## config.mk

```make
export PLATFORM = sky130hd
export DESIGN_NAME = updn_ctr_lim_flat
export DESIGN_NICKNAME = d
export VERILOG_FILES = /design/src/rtl/updn_ctr_lim_if.sv /design/src/rtl/updn_ctr_lim.sv /design/src/flat_wrapper.sv
export SDC_FILE = /design/constraint.sdc
export NUM_CORES = 1
export LEC_CHECK = 0
export CAP_MARGIN = 20
export CORE_MARGIN = 2
export CORE_UTILIZATION = 46
export CTS_BUF_LIST = sky130_fd_sc_hd__clkbuf_4 sky130_fd_sc_hd__clkbuf_8
export DETAILED_ROUTE_END_ITERATION = 10
export GPL_TIMING_DRIVEN = 0
export PLACE_DENSITY = 0.79
export SYNTH_ARGS = -nofsm -noshare
export SYNTH_HDL_FRONTEND = slang
export SYNTH_SLANG_ARGS = --single-unit
```

## constraint.sdc

```tcl
create_clock -name clk -period 3.2 [get_ports clk]
set_input_delay 0.64 -clock clk [delete_from_list [all_inputs] [get_ports clk]]
set_output_delay 0.64 -clock clk [all_outputs]
set_load 0.02 [all_outputs]
```

## src/rtl/updn_ctr_lim_if.sv

```systemverilog
// Signal bundle for the limited up/down counter: control/config inputs and counter status outputs.
interface updn_ctr_lim_if #(
  parameter int WIDTH = 4
);
  logic             load;
  logic [WIDTH-1:0] data;
  logic             cen;
  logic             up_dn;
  logic [WIDTH-1:0] step;
  logic [WIDTH-1:0] lo_lim;
  logic [WIDTH-1:0] hi_lim;
  logic             mode;
  logic             clr_ovf;
  logic [WIDTH-1:0] count;
  logic             tercnt;
  logic             wrapped;
  logic             ovf_sticky;
  logic             cfg_err;

  // No handshake: every control input is sampled on each rising clk edge,
  // status outputs are valid continuously (count/wrapped/ovf_sticky registered).
  modport master (
    output load, data, cen, up_dn, step, lo_lim, hi_lim, mode, clr_ovf,
    input  count, tercnt, wrapped, ovf_sticky, cfg_err
  );

  modport slave (
    input  load, data, cen, up_dn, step, lo_lim, hi_lim, mode, clr_ovf,
    output count, tercnt, wrapped, ovf_sticky, cfg_err
  );
endinterface

```

## src/rtl/updn_ctr_lim.sv

```systemverilog
// Up/down counter with programmable limits and step, wrap-or-saturate at the
// bounds, a registered wrap pulse and a sticky saturation flag.
module updn_ctr_lim #(
  parameter int               WIDTH   = 4,
  parameter logic [WIDTH-1:0] RST_VAL = '0
) (
  input logic          clk,
  input logic          reset,
  updn_ctr_lim_if.slave bus
);
  logic [WIDTH-1:0] count_q;
  logic             wrapped_q;
  logic             ovf_q;

  // One extra bit keeps the carry of count+step so an overflow past 2^WIDTH
  // is seen as a crossing rather than a small in-range value.
  logic [WIDTH:0]   sum;
  logic [WIDTH:0]   diff;
  logic             up_ok;
  logic             dn_ok;
  logic             cfg_err;
  logic             step_en;
  logic [WIDTH-1:0] next_count;
  logic             wrap_evt;
  logic             sat_evt;

  assign cfg_err = bus.lo_lim > bus.hi_lim;
  assign sum     = {1'b0, count_q} + {1'b0, bus.step};
  assign diff    = {1'b0, count_q} - {1'b0, bus.step};
  assign up_ok   = sum <= {1'b0, bus.hi_lim};
  assign dn_ok   = (count_q >= bus.step) && (diff >= {1'b0, bus.lo_lim});
  assign step_en = bus.cen && !bus.load && !cfg_err && (bus.step != '0);

  always_comb begin
    next_count = count_q;
    wrap_evt   = 1'b0;
    sat_evt    = 1'b0;
    if (step_en) begin
      if (bus.up_dn) begin
        if (up_ok) begin
          next_count = sum[WIDTH-1:0];
        end else if (bus.mode) begin
          next_count = bus.hi_lim;
          sat_evt    = 1'b1;
        end else begin
          next_count = bus.lo_lim;
          wrap_evt   = 1'b1;
        end
      end else begin
        if (dn_ok) begin
          next_count = diff[WIDTH-1:0];
        end else if (bus.mode) begin
          next_count = bus.lo_lim;
          sat_evt    = 1'b1;
        end else begin
          next_count = bus.hi_lim;
          wrap_evt   = 1'b1;
        end
      end
    end
  end

  always_ff @(posedge clk) begin
    if (reset) begin
      count_q   <= RST_VAL;
      wrapped_q <= 1'b0;
      ovf_q     <= 1'b0;
    end else begin
      if (bus.load) begin
        count_q   <= bus.data;
        wrapped_q <= 1'b0;
      end else begin
        count_q   <= next_count;
        wrapped_q <= wrap_evt;
      end
      // A saturation on the same edge as clr_ovf keeps the flag set.
      ovf_q <= sat_evt | (ovf_q & ~bus.clr_ovf);
    end
  end

  assign bus.count      = count_q;
  assign bus.wrapped    = wrapped_q;
  assign bus.ovf_sticky = ovf_q;
  assign bus.cfg_err    = cfg_err;
  assign bus.tercnt     = (bus.up_dn && (count_q == bus.hi_lim)) ||
                          (!bus.up_dn && (count_q == bus.lo_lim));
endmodule
```

## src/flat_wrapper.sv

```systemverilog
// flat-port wrapper written by rule: the top's interface ports become plain ports
module updn_ctr_lim_flat 
#(
  parameter int               WIDTH   = 4,
  parameter logic [WIDTH-1:0] RST_VAL = '0
)
  (clk, reset, bus_load, bus_data, bus_cen, bus_up_dn, bus_step, bus_lo_lim, bus_hi_lim, bus_mode, bus_clr_ovf, bus_count, bus_tercnt, bus_wrapped, bus_ovf_sticky, bus_cfg_err);
  updn_ctr_lim_if #(.WIDTH(WIDTH)) bus_i ();
  input logic clk;
  input logic reset;
  input wire logic [$bits(bus_i.load)-1:0] bus_load;
  input wire logic [$bits(bus_i.data)-1:0] bus_data;
  input wire logic [$bits(bus_i.cen)-1:0] bus_cen;
  input wire logic [$bits(bus_i.up_dn)-1:0] bus_up_dn;
  input wire logic [$bits(bus_i.step)-1:0] bus_step;
  input wire logic [$bits(bus_i.lo_lim)-1:0] bus_lo_lim;
  input wire logic [$bits(bus_i.hi_lim)-1:0] bus_hi_lim;
  input wire logic [$bits(bus_i.mode)-1:0] bus_mode;
  input wire logic [$bits(bus_i.clr_ovf)-1:0] bus_clr_ovf;
  output wire logic [$bits(bus_i.count)-1:0] bus_count;
  output wire logic [$bits(bus_i.tercnt)-1:0] bus_tercnt;
  output wire logic [$bits(bus_i.wrapped)-1:0] bus_wrapped;
  output wire logic [$bits(bus_i.ovf_sticky)-1:0] bus_ovf_sticky;
  output wire logic [$bits(bus_i.cfg_err)-1:0] bus_cfg_err;
  assign bus_i.load = bus_load;
  assign bus_i.data = bus_data;
  assign bus_i.cen = bus_cen;
  assign bus_i.up_dn = bus_up_dn;
  assign bus_i.step = bus_step;
  assign bus_i.lo_lim = bus_lo_lim;
  assign bus_i.hi_lim = bus_hi_lim;
  assign bus_i.mode = bus_mode;
  assign bus_i.clr_ovf = bus_clr_ovf;
  assign bus_count = bus_i.count;
  assign bus_tercnt = bus_i.tercnt;
  assign bus_wrapped = bus_i.wrapped;
  assign bus_ovf_sticky = bus_i.ovf_sticky;
  assign bus_cfg_err = bus_i.cfg_err;
  updn_ctr_lim #(.WIDTH(WIDTH), .RST_VAL(RST_VAL)) u_core (.clk(clk), .reset(reset), .bus(bus_i));
endmodule
```

==> metrics, run 1 <==
Leak Pwr=0.766 nW; CTS H-tree depth=1; CP endpoint kind=flip-flop; Root Buffer=clkbuf_4; PD cells=317 mW/mm^2; CTS buffer count=3; startpoint type of the worst setup path=primary input; Crit Path Max Fanout=4; Detail Route Antenna Nets=0; final WL=3.31 mm; P&R area growth vs syn=34.8%; initial antenna violation count=0; DR iter-0 viols=20; share of cells above drive strength 1=0.134; slowest stage delay, CP=0.36 ns; crit-path leading delay family=compound AO/OA/AOI/OAI gates; Synthesized Nets=196; die span in x=55.4 um; n_diodes=0; Synth Register Bits=6; type of the tightest min-delay check=flip-flop to flip-flop; max capacitance violation total=0; vias in the first global route=1299; Core ar.=0.00250 sq mm; Finish-stage setup viols=0; Synth Instances=150; Layout Cells excl Fill=216; CP Data Required Time=3.37 ns; via/cell ratio=6.02; max_slew headroom=0.467; fin area=0.00164 sq mm; Final min period=3.09 ns; f_max=324 MHz; Initial Utilization=0.486; clock latency on the worst-skew pair=0.25 ns; Final Max Slew Viols=0; maximum VDD drop=0.239 mV; arrival time at the worst endpoint=3.26 ns; vias=1300; synthesized area per cell=8.11 sq um; fin nets=234; Top Ports=31; die area=0.00307 sq mm; clk_skew=0.000958 ns; clock sinks=6; row cnt=18; Cell variety after synth=40; Fin. Hold Viols=0; GPL Wtd Cong=0.858; I/O Buffers=28; asr flop ratio synth=0; placed cell area=0.00153 sq mm; Post-synth EDFFs=0; dpl cells=208; total gr overflow=0; status=finished, final reports clean; clock buffer depth=2; Final Total Pwr=519 uW; Buffers & Inverters on Critical Path=4; critical path's slowest cell=a311o_1; drt wl/cell=15.3 um; fin crit share=0.965; crit path kind=primary input to flip-flop; hpwl dp=2.70 mm; Most used DFF post-synth=dfxtp_1; DRC errors left=0; 1st-pass router iterations=4; die height=55.4 um; Yosys warnings=0; Least-Margin Pin Slew=0.793 ns; largest net degree at the start of global routing=11; Reg clk slew, reported paths=0.05 ns; RSZ-0062 raised after global routing=no; CTS tree=built; cells along the critical path=dlygate4sd2_1, inv_1, ha_1, buf_6, inv_1, a221oi_2, xor2_1, ha_1, a21o_1, nand2_1, nand3_2, mux2i_2, a311o_1, a31oi_1; All-Layer GR Usage=0.228; synthesized area=0.00122 sq mm; Seq/Total Area, Yosys=0.0988; first-pass GRT wire length=5.76 mm
synth_stat cells (2+ instances only):
cell / instances / area, sq um
nor2b_1: 2 / 12.5
nand2b_1: 4 / 25.0
buf_2: 3 / 15.0
nor4_1: 2 / 12.5
a31oi_1: 2 / 12.5
o221ai_1: 2 / 17.5
nand3_1: 2 / 10.0
a221oi_1: 2 / 17.5
o21a_1: 3 / 22.5
a21oi_1: 13 / 65.1
dfxtp_1: 6 / 120
mux2i_1: 6 / 60.1
xor2_1: 7 / 61.3
a21o_1: 2 / 15.0
nand4_1: 2 / 12.5
xnor2_1: 5 / 43.8
nor3b_1: 3 / 22.5
o21ai_0: 5 / 25.0
clkbuf_1: 3 / 11.3
o2111ai_1: 3 / 26.3
fa_1: 2 / 40.0
nand2_1: 8 / 30.0
o31ai_1: 3 / 22.5
nor2_1: 8 / 30.0
o211ai_1: 2 / 15.0
inv_1: 16 / 60.1
ha_1: 21 / 263
tightest hold or removal path: stages, from the launching register on:
cell and delay, ns:
dfxtp_1 0.30, nor3b_1 0.13, a31o_1 0.17
per-stage QoR:
| stage | TNS, ns | setup WS [ns] | utilization | hold WS, ns |
|---|---|---|---|---|
| after floorplan | 0 | 0.177 | - | 0.721 |
| after global placement | -3.22 | -0.664 | 0.614 | 0.621 |
| after detailed placement | -3.87 | -0.767 | 0.614 | 0.648 |
| after CTS | 0 | 0.00453 | 0.650 | 0.653 |
| after global routing | 0 | 0.0223 | 0.656 | 0.665 |
| final | 0 | 0.113 | 0.656 | 0.648 |
report_power, final:
part | switching, mW | internal [mW] | total, mW
Sequential | 0.0139 | 0.0807 | 0.0947
Clock | 0.0305 | 0.0426 | 0.0731
Combinational | 0.178 | 0.173 | 0.351
Total | 0.223 | 0.296 | 0.519
layout by cell type, fill, tap and decap left out, drive strengths merged, types with 2 or more instances in the layout:
master         instances
nand4                  3
nor2                   8
a21oi                 13
a21o                   2
a221oi                 2
o21a                   3
buf                    8
o2111ai                3
mux2i                  6
nand3                  2
ha                    21
o31ai                  3
o21ai                  5
nor2b                  2
nor4                   2
dlymetal6s2s           3
a31oi                  2
nand2                  8
clkbuf                 8
nor3b                  3
xnor2                  5
fa                     2
o211ai                 2
o221ai                 2
xor2                   7
nand2b                 4
inv                   16
clkdlybuf4s50         22
dfxtp                  6
cells by family (layout without fill, tap and decap cells):
family,count (synthesis),after routing,share of synthesized area
AOI/OAI and AO/OA,45,45,0.273
and+or+nand+nor,35,35,0.164
adders and majority gates,23,23,0.249
buffers and inverters,22,58,0.0710
xor gates and xnor gates,12,12,0.0864
muxes,7,7,0.0586
DFF,6,6,0.0988
routing by layer:
layer,GRT usage,part of all wire
met5,0,0
met2,0.383,0.51
met1,0.284,0.41
met4,0.0732,0.0094
met3,0.0562,0.065
registers in the layout (all words and copies together), names as in the netlist:
signal and cells:
u_core.bus.count 4, u_core.bus.ovf_sticky 1, u_core.bus.wrapped 1
final cells by class:
class                           instances  area [sq um]
Timing Repair Buffer                   33           314
Sequential cell                         6           120
Tap cell                               30          37.5
Clock buffer                            3          22.5
Fill cell                             202           861
Buffer                                  6          32.5
Inverter                               16          60.1
Multi-Input combinational cell        122          1050
repair_timing:
| item | CTS | global route |
|---|---|---|
| pin swaps | 4 | 4 |
| gates resized for setup | 11 | 10 |
| hold buffers | 0 | 0 |
| hold endpoints to repair | 0 | 0 |
| setup endpoints to repair | 7 | 8 |
| buffers inserted | 5 | 0 |
path summary, 6_finish.rpt:
kind | start | to | slack, ns | depth (start not counted)
max | bus_step[2] | u_core.bus.count[1] | 0.11 | 14
min | u_core.bus.ovf_sticky | u_core.bus.ovf_sticky | 0.65 | 2
max reg2reg | u_core.bus.count[1] | u_core.bus.count[1] | 0.33 | 11
min reg2reg | u_core.bus.ovf_sticky | u_core.bus.ovf_sticky | 0.65 | 2
Note: power is estimated with default switching activity, not from simulation.
==> run 2: changes to the inputs <==
--- a/config.mk
+++ b/config.mk
@@ -7,11 +7,11 @@
 export LEC_CHECK = 0
 export CAP_MARGIN = 20
 export CORE_MARGIN = 2
-export CORE_UTILIZATION = 46
+export CORE_UTILIZATION = 55
 export CTS_BUF_LIST = sky130_fd_sc_hd__clkbuf_4 sky130_fd_sc_hd__clkbuf_8
 export DETAILED_ROUTE_END_ITERATION = 10
 export GPL_TIMING_DRIVEN = 0
-export PLACE_DENSITY = 0.79
+export PLACE_DENSITY = 0.88
 export SYNTH_ARGS = -nofsm -noshare
 export SYNTH_HDL_FRONTEND = slang
 export SYNTH_SLANG_ARGS = --single-unit
==> constraint.sdc (replaced) <==
create_clock -name clk -period 3.65 [get_ports clk]
set_input_delay 0.73 -clock clk [delete_from_list [all_inputs] [get_ports clk]]
set_output_delay 0.73 -clock clk [all_outputs]
set_load 0.02 [all_outputs]
==> run 2 against run 1 <==
Sequential power shrank 10%. Register-to-register slack gained 0.36 ns. First-iteration DRC count grew 130%. Clock-buffer cell count is the same. Critical path type unchanged. Clock power shrank 19%. Worst hold slack lost 0.022 ns. Via count shrank 0.15%. Critical endpoint is now u_core.bus.count[2]. Power shrank 15%.
==> metrics, run 2 (synthesis results as in run 1) <==
status=finished, final reports clean; CTS H-tree depth=1; P&R area growth vs syn=32.0%; Final min period=3.33 ns; Top Ports=31; DRC errors left=0; clock latency on the worst-skew pair=0.24 ns; cells along the critical path=clkdlybuf4s50_1, ha_1, fa_1, xnor2_1, ha_1, nand4_1, o2111ai_1, nand3_2, mux2_2, a21oi_1, a21oi_1; Crit Path Max Fanout=5; Leak Pwr=0.745 nW; clock buffer depth=2; vias=1298; Initial Utilization=0.566; share of cells above drive strength 1=0.0924; fin nets=232; crit path kind=primary input to flip-flop; sequential share of power=0.193; initial antenna violation count=0; Final Max Slew Viols=0; hpwl dp=2.78 mm; Setup TNS Final=0 ns; Core ar.=0.00215 sq mm; largest net degree at the start of global routing=11; startpoint type of the worst setup path=primary input; Fin. Hold Viols=0; first-pass GRT wire length=5.61 mm; GPL Wtd Cong=0.890; die area=0.00260 sq mm; sw frac=0.428; most common cell after layout, fill and taps aside=clkdlybuf4s50_1; vias in the first global route=1302; I/O Buffers=28; commonest cells after routing, fill and taps aside=25 x clkdlybuf4s50_1, 21 x ha_1, 16 x inv_1, 12 x a21oi_1; Buffers & Inverters on Critical Path=1; switching power=188 uW; total gr overflow=0; clock network fraction of design power=0.134; CTS buffer count=3; fin crit share=0.913; critical path's slowest cell=clkdlybuf4s50_1; crit-path leading delay family=adder cells; max capacitance violation total=0; All-Layer GR Usage=0.284; clock sinks=6; drt wl/cell=16.7 um; Finish-stage setup viols=0; CTS tree=built; die span in x=51.0 um; max FFs per register=4; CTS hold repair buffers=0; f_max=300 MHz; placed cell area=0.00153 sq mm; final WL=3.54 mm; die height=51.0 um; Detail Route Antenna Nets=0; Int Power=251 uW; DR iter-0 viols=46; fin area=0.00161 sq mm; via/cell ratio=6.12; clk_skew=0.00144 ns; Least-Margin Pin Slew=0.817 ns; CP endpoint kind=flip-flop; setup ws final=0.316 ns; 1st-pass router iterations=5; RSZ-0062 raised after global routing=no; CP Data Required Time=3.76 ns; Comb power frac=0.672; Reg clk slew, reported paths=0.04 ns; arrival time at the worst endpoint=3.44 ns; pre-CTS WS=-0.413 ns; Root Buffer=clkbuf_4; n_diodes=0; max_slew headroom=0.450; slowest stage delay, CP=0.48 ns; PD cells=273 mW/mm^2; row cnt=17; maximum VDD drop=0.213 mV; type of the tightest min-delay check=flip-flop to flip-flop
## run 2: cell type report
cell class	count	area, sq um
clock buffer	3	22.5
buffer	6	32.5
multi-input combinational	122	1020
sequential	6	120
inverter	16	60.1
fill	177	543
tap	28	35.0
timing repair buffer	31	310
## run 2: path summary, 6_finish.rpt
check / startpoint / to / slack [ns] / depth (start not counted)
max reg2reg: u_core.bus.count[2] / u_core.bus.count[1] / 0.69 / 12
max: bus_step[0] / u_core.bus.count[2] / 0.32 / 11
min reg2reg: u_core.bus.ovf_sticky / u_core.bus.ovf_sticky / 0.63 / 2
min: u_core.bus.ovf_sticky / u_core.bus.ovf_sticky / 0.63 / 2
## run 2: what timing repair did
action	CTS	global route
buffers inserted	1	2
gates resized for setup	3	6
endpoints found under the setup margin	5	5
pin swaps	1	4
endpoints found under the hold margin	0	0
## run 2: through the flow
stage	util	instances	hold WS (ns)	total power, mW
final	0.747	212	0.627	0.439
after CTS	0.734	210	0.632	0.423
after global routing	0.747	212	0.675	0.474
after global placement	0.713	206	0.621	0.338
after detailed placement	0.713	206	0.626	0.353
after floorplan	-	150	0.721	0.263
## run 2: routing by layer
metal | vias to the layer above | routed length (um) | share of wire | track usage
met5 | - | 0 | 0 | 0
met4 | 0 | 57 | 0.016 | 0.0856
met3 | 8 | 231 | 0.065 | 0.0205
met2 | 66 | 1830 | 0.52 | 0.539
met1 | 609 | 1420 | 0.40 | 0.335
li1 | 615 | - | - | -
## run 2: power by group through the flow
stage	logic [mW]	registers (mW)	clock network, mW
floorplan	0.177	0.0867	0
global placement	0.253	0.0854	0
detailed placement	0.268	0.0856	0
CTS	0.278	0.0844	0.0603
global route	0.323	0.0851	0.0663
finish	0.295	0.0849	0.0589
## run 2: worst min-delay path: cells and delay by family (launching register included)
family	cells	cell delay [ns]
AOI/OAI and AO/OA	1	0.11
DFF	1	0.31
and+or+nand+nor	1	0.17
==> run 3: changes to the inputs <==
--- a/config.mk
+++ b/config.mk
@@ -5,13 +5,14 @@
 export SDC_FILE = /design/constraint.sdc
 export NUM_CORES = 1
 export LEC_CHECK = 0
+export ABC_AREA = 1
 export CAP_MARGIN = 20
 export CORE_MARGIN = 2
-export CORE_UTILIZATION = 55
+export CORE_UTILIZATION = 56
 export CTS_BUF_LIST = sky130_fd_sc_hd__clkbuf_4 sky130_fd_sc_hd__clkbuf_8
 export DETAILED_ROUTE_END_ITERATION = 10
 export GPL_TIMING_DRIVEN = 0
-export PLACE_DENSITY = 0.88
+export PLACE_DENSITY = 0.89
 export SYNTH_ARGS = -nofsm -noshare
 export SYNTH_HDL_FRONTEND = slang
 export SYNTH_SLANG_ARGS = --single-unit
==> run 3 against run 2 <==
Clock power increased by 4.9%. Critical path depth decreased by 4. Combinational power increased by 4%. Via count increased by 9.3%. Clock skew increased by 0.0034 ns. Setup slack got worse by 0.076 ns. Synthesized cell count increased by 40%. Final area increased by 2.2%. Largest cell class unchanged. Largest power group unchanged.
==> metrics, run 3 <==
Crit Path Max Fanout=4; reg2reg setup slack=1.01 ns; Synth Instances=210; cell taking the most area after synthesis=ha_1; asr flop ratio synth=0; Reg clk slew, reported paths=0.04 ns; share of cells above drive strength 1=0.0950; n_diodes=0; Synthesized Nets=256; row cnt=17; fin crit share=0.934; most common cell after layout, fill and taps aside=nand2_1; Synth Register Bits=6; Fin. Hold Viols=0; Synth top cells by count=47 x nand2_1, 31 x inv_1, 22 x nand3_1; CTS hold repair buffers=0; Setup TNS Final=0 ns; Root Buffer=clkbuf_4; vias=1419; Finish-stage setup viols=0; most frequent cell after synthesis=nand2_1; Detail Route Antenna Nets=0; synthesized area per cell=6.15 sq um; total gr overflow=0; Final Max Slew Viols=0; f_max=293 MHz; CP Launch Point=bus_lo_lim[2]; PD cells=274 mW/mm^2; final WL=3.25 mm; # Post-CTS Setup Buffers=0; via/cell ratio=5.26; synth top area cells=ha_1 20%, nand2_1 14%, dfxtp_1 9.3%; crit path kind=primary input to output port; worst reg2reg path endpoint=u_core.bus.count[2]; die span in x=52.0 um; Least-Margin Pin Slew=0.486 ns; Final min period=3.41 ns; I/O Buffers=29; die height=52.0 um; CP endpoint=bus_tercnt; maximum VDD drop=0.367 mV; CTS H-tree depth=1; clock sinks=6; status=finished, final reports clean; largest net degree at the start of global routing=11; type of the tightest min-delay check=flip-flop to flip-flop; fin area=0.00164 sq mm; hpwl dp=2.64 mm; 1st-pass router iterations=4; Critical R2R Launch=u_core.bus.count[1]; DRC errors left=0; DR iter-0 viols=54; P&R area growth vs syn=26.9%; clock buffer depth=2; Filler cells=193; post_cts resized=0; Top Ports=31; Seq/Total Area, Yosys=0.0929; clk_skew=0.00480 ns; Most used DFF post-synth=dfxtp_1; Yosys top cell area share=0.203; commonest cells after routing, fill and taps aside=47 x nand2_1, 31 x inv_1, 29 x clkdlybuf4s50_1, 22 x nand3_1; Yosys warnings=0; drt wl/cell=12.0 um; max FFs per register=4; Leak Pwr=0.861 nW; die area=0.00271 sq mm; fin nets=290; reg2reg path depth=20; CTS tree=built; CP endpoint kind=output port; GPL Wtd Cong=0.867; initial antenna violation count=0; CP Data Required Time=2.92 ns; startpoint type of the worst setup path=primary input; RSZ-0062 raised after global routing=no; Core ar.=0.00219 sq mm; Initial Utilization=0.590; All-Layer GR Usage=0.259; CTS buffer count=3; clock latency on the worst-skew pair=0.25 ns; arrival time at the worst endpoint=2.68 ns; max_slew headroom=0.668; first-pass GRT wire length=5.36 mm; placed cell area=0.00162 sq mm; Cell variety after synth=30; max capacitance violation total=0; Post-synth EDFFs=0; vias in the first global route=1250; synthesized area=0.00129 sq mm
run 3: metrics by stage:
step | instances | setup WS [ns] | utilization | power [mW] | hold WS (ns)
after global routing | 270 | 0.145 | 0.749 | 0.500 | 0.523
after CTS | 270 | 0.269 | 0.749 | 0.450 | 0.495
after floorplan | 210 | 1.02 | - | 0.295 | 0.534
after global placement | 267 | 0.250 | 0.738 | 0.378 | 0.455
final | 270 | 0.241 | 0.749 | 0.450 | 0.495
after detailed placement | 267 | 0.192 | 0.738 | 0.387 | 0.490
run 3: how the worst min path moves through the flow:
stage | from | end | slack [ns] | cells past startpoint
CTS | u_core.bus.ovf_sticky | u_core.bus.ovf_sticky | 0.50 | 2
finish | u_core.bus.ovf_sticky | u_core.bus.ovf_sticky | 0.50 | 2
floorplan | u_core.bus.ovf_sticky | u_core.bus.ovf_sticky | 0.53 | 2
global route | u_core.bus.ovf_sticky | u_core.bus.ovf_sticky | 0.52 | 2
global placement | u_core.bus.ovf_sticky | u_core.bus.ovf_sticky | 0.45 | 2
detailed placement | u_core.bus.ovf_sticky | u_core.bus.ovf_sticky | 0.49 | 2
run 3: area by class of cell:
class                   instances  area (sq um)  area share
plain buffers                   4          25.0      0.0153
repair buffers                 29           290       0.177
well taps                      28          35.0      0.0214
inverters                      38           143      0.0870
multi-input cells             162          1000       0.613
clock buffers                   3          22.5      0.0137
flip-flops and latches          6           120      0.0732
run 3: logic make-up after synthesis:
| family | Yosys count | share of synthesized area |
|---|---|---|
| compound gates | 35 | 0.161 |
| xor+xnor | 5 | 0.0339 |
| fa+ha+maj | 23 | 0.234 |
| buf+inv | 42 | 0.130 |
| flops | 6 | 0.0929 |
| mux | 1 | 0.00774 |
| simple gates | 98 | 0.341 |
run 3: where the power goes:
part / internal, mW / switching [mW]
registers: 0.0709 / 0.0111
clock network: 0.0372 / 0.0245
logic: 0.130 / 0.177
total: 0.238 / 0.212
run 3: routing by layer:
metal / global-route usage / up-vias / part of all wire
met5: 0 / - / 0
li1: - / 748 / -
met2: 0.454 / 43 / 0.48
met4: 0 / 0 / 0
met3: 0.0431 / 0 / 0.066
met1: 0.351 / 628 / 0.45
run 3: worst max-delay path: stages:
cell             delay (ns)
clkdlybuf4s50_1        0.50
inv_1                  0.15
nor2_1                 0.04
a2111oi_0              0.40
nand3_1                0.12
o31ai_1                0.09
clkdlybuf4s50_1        0.64
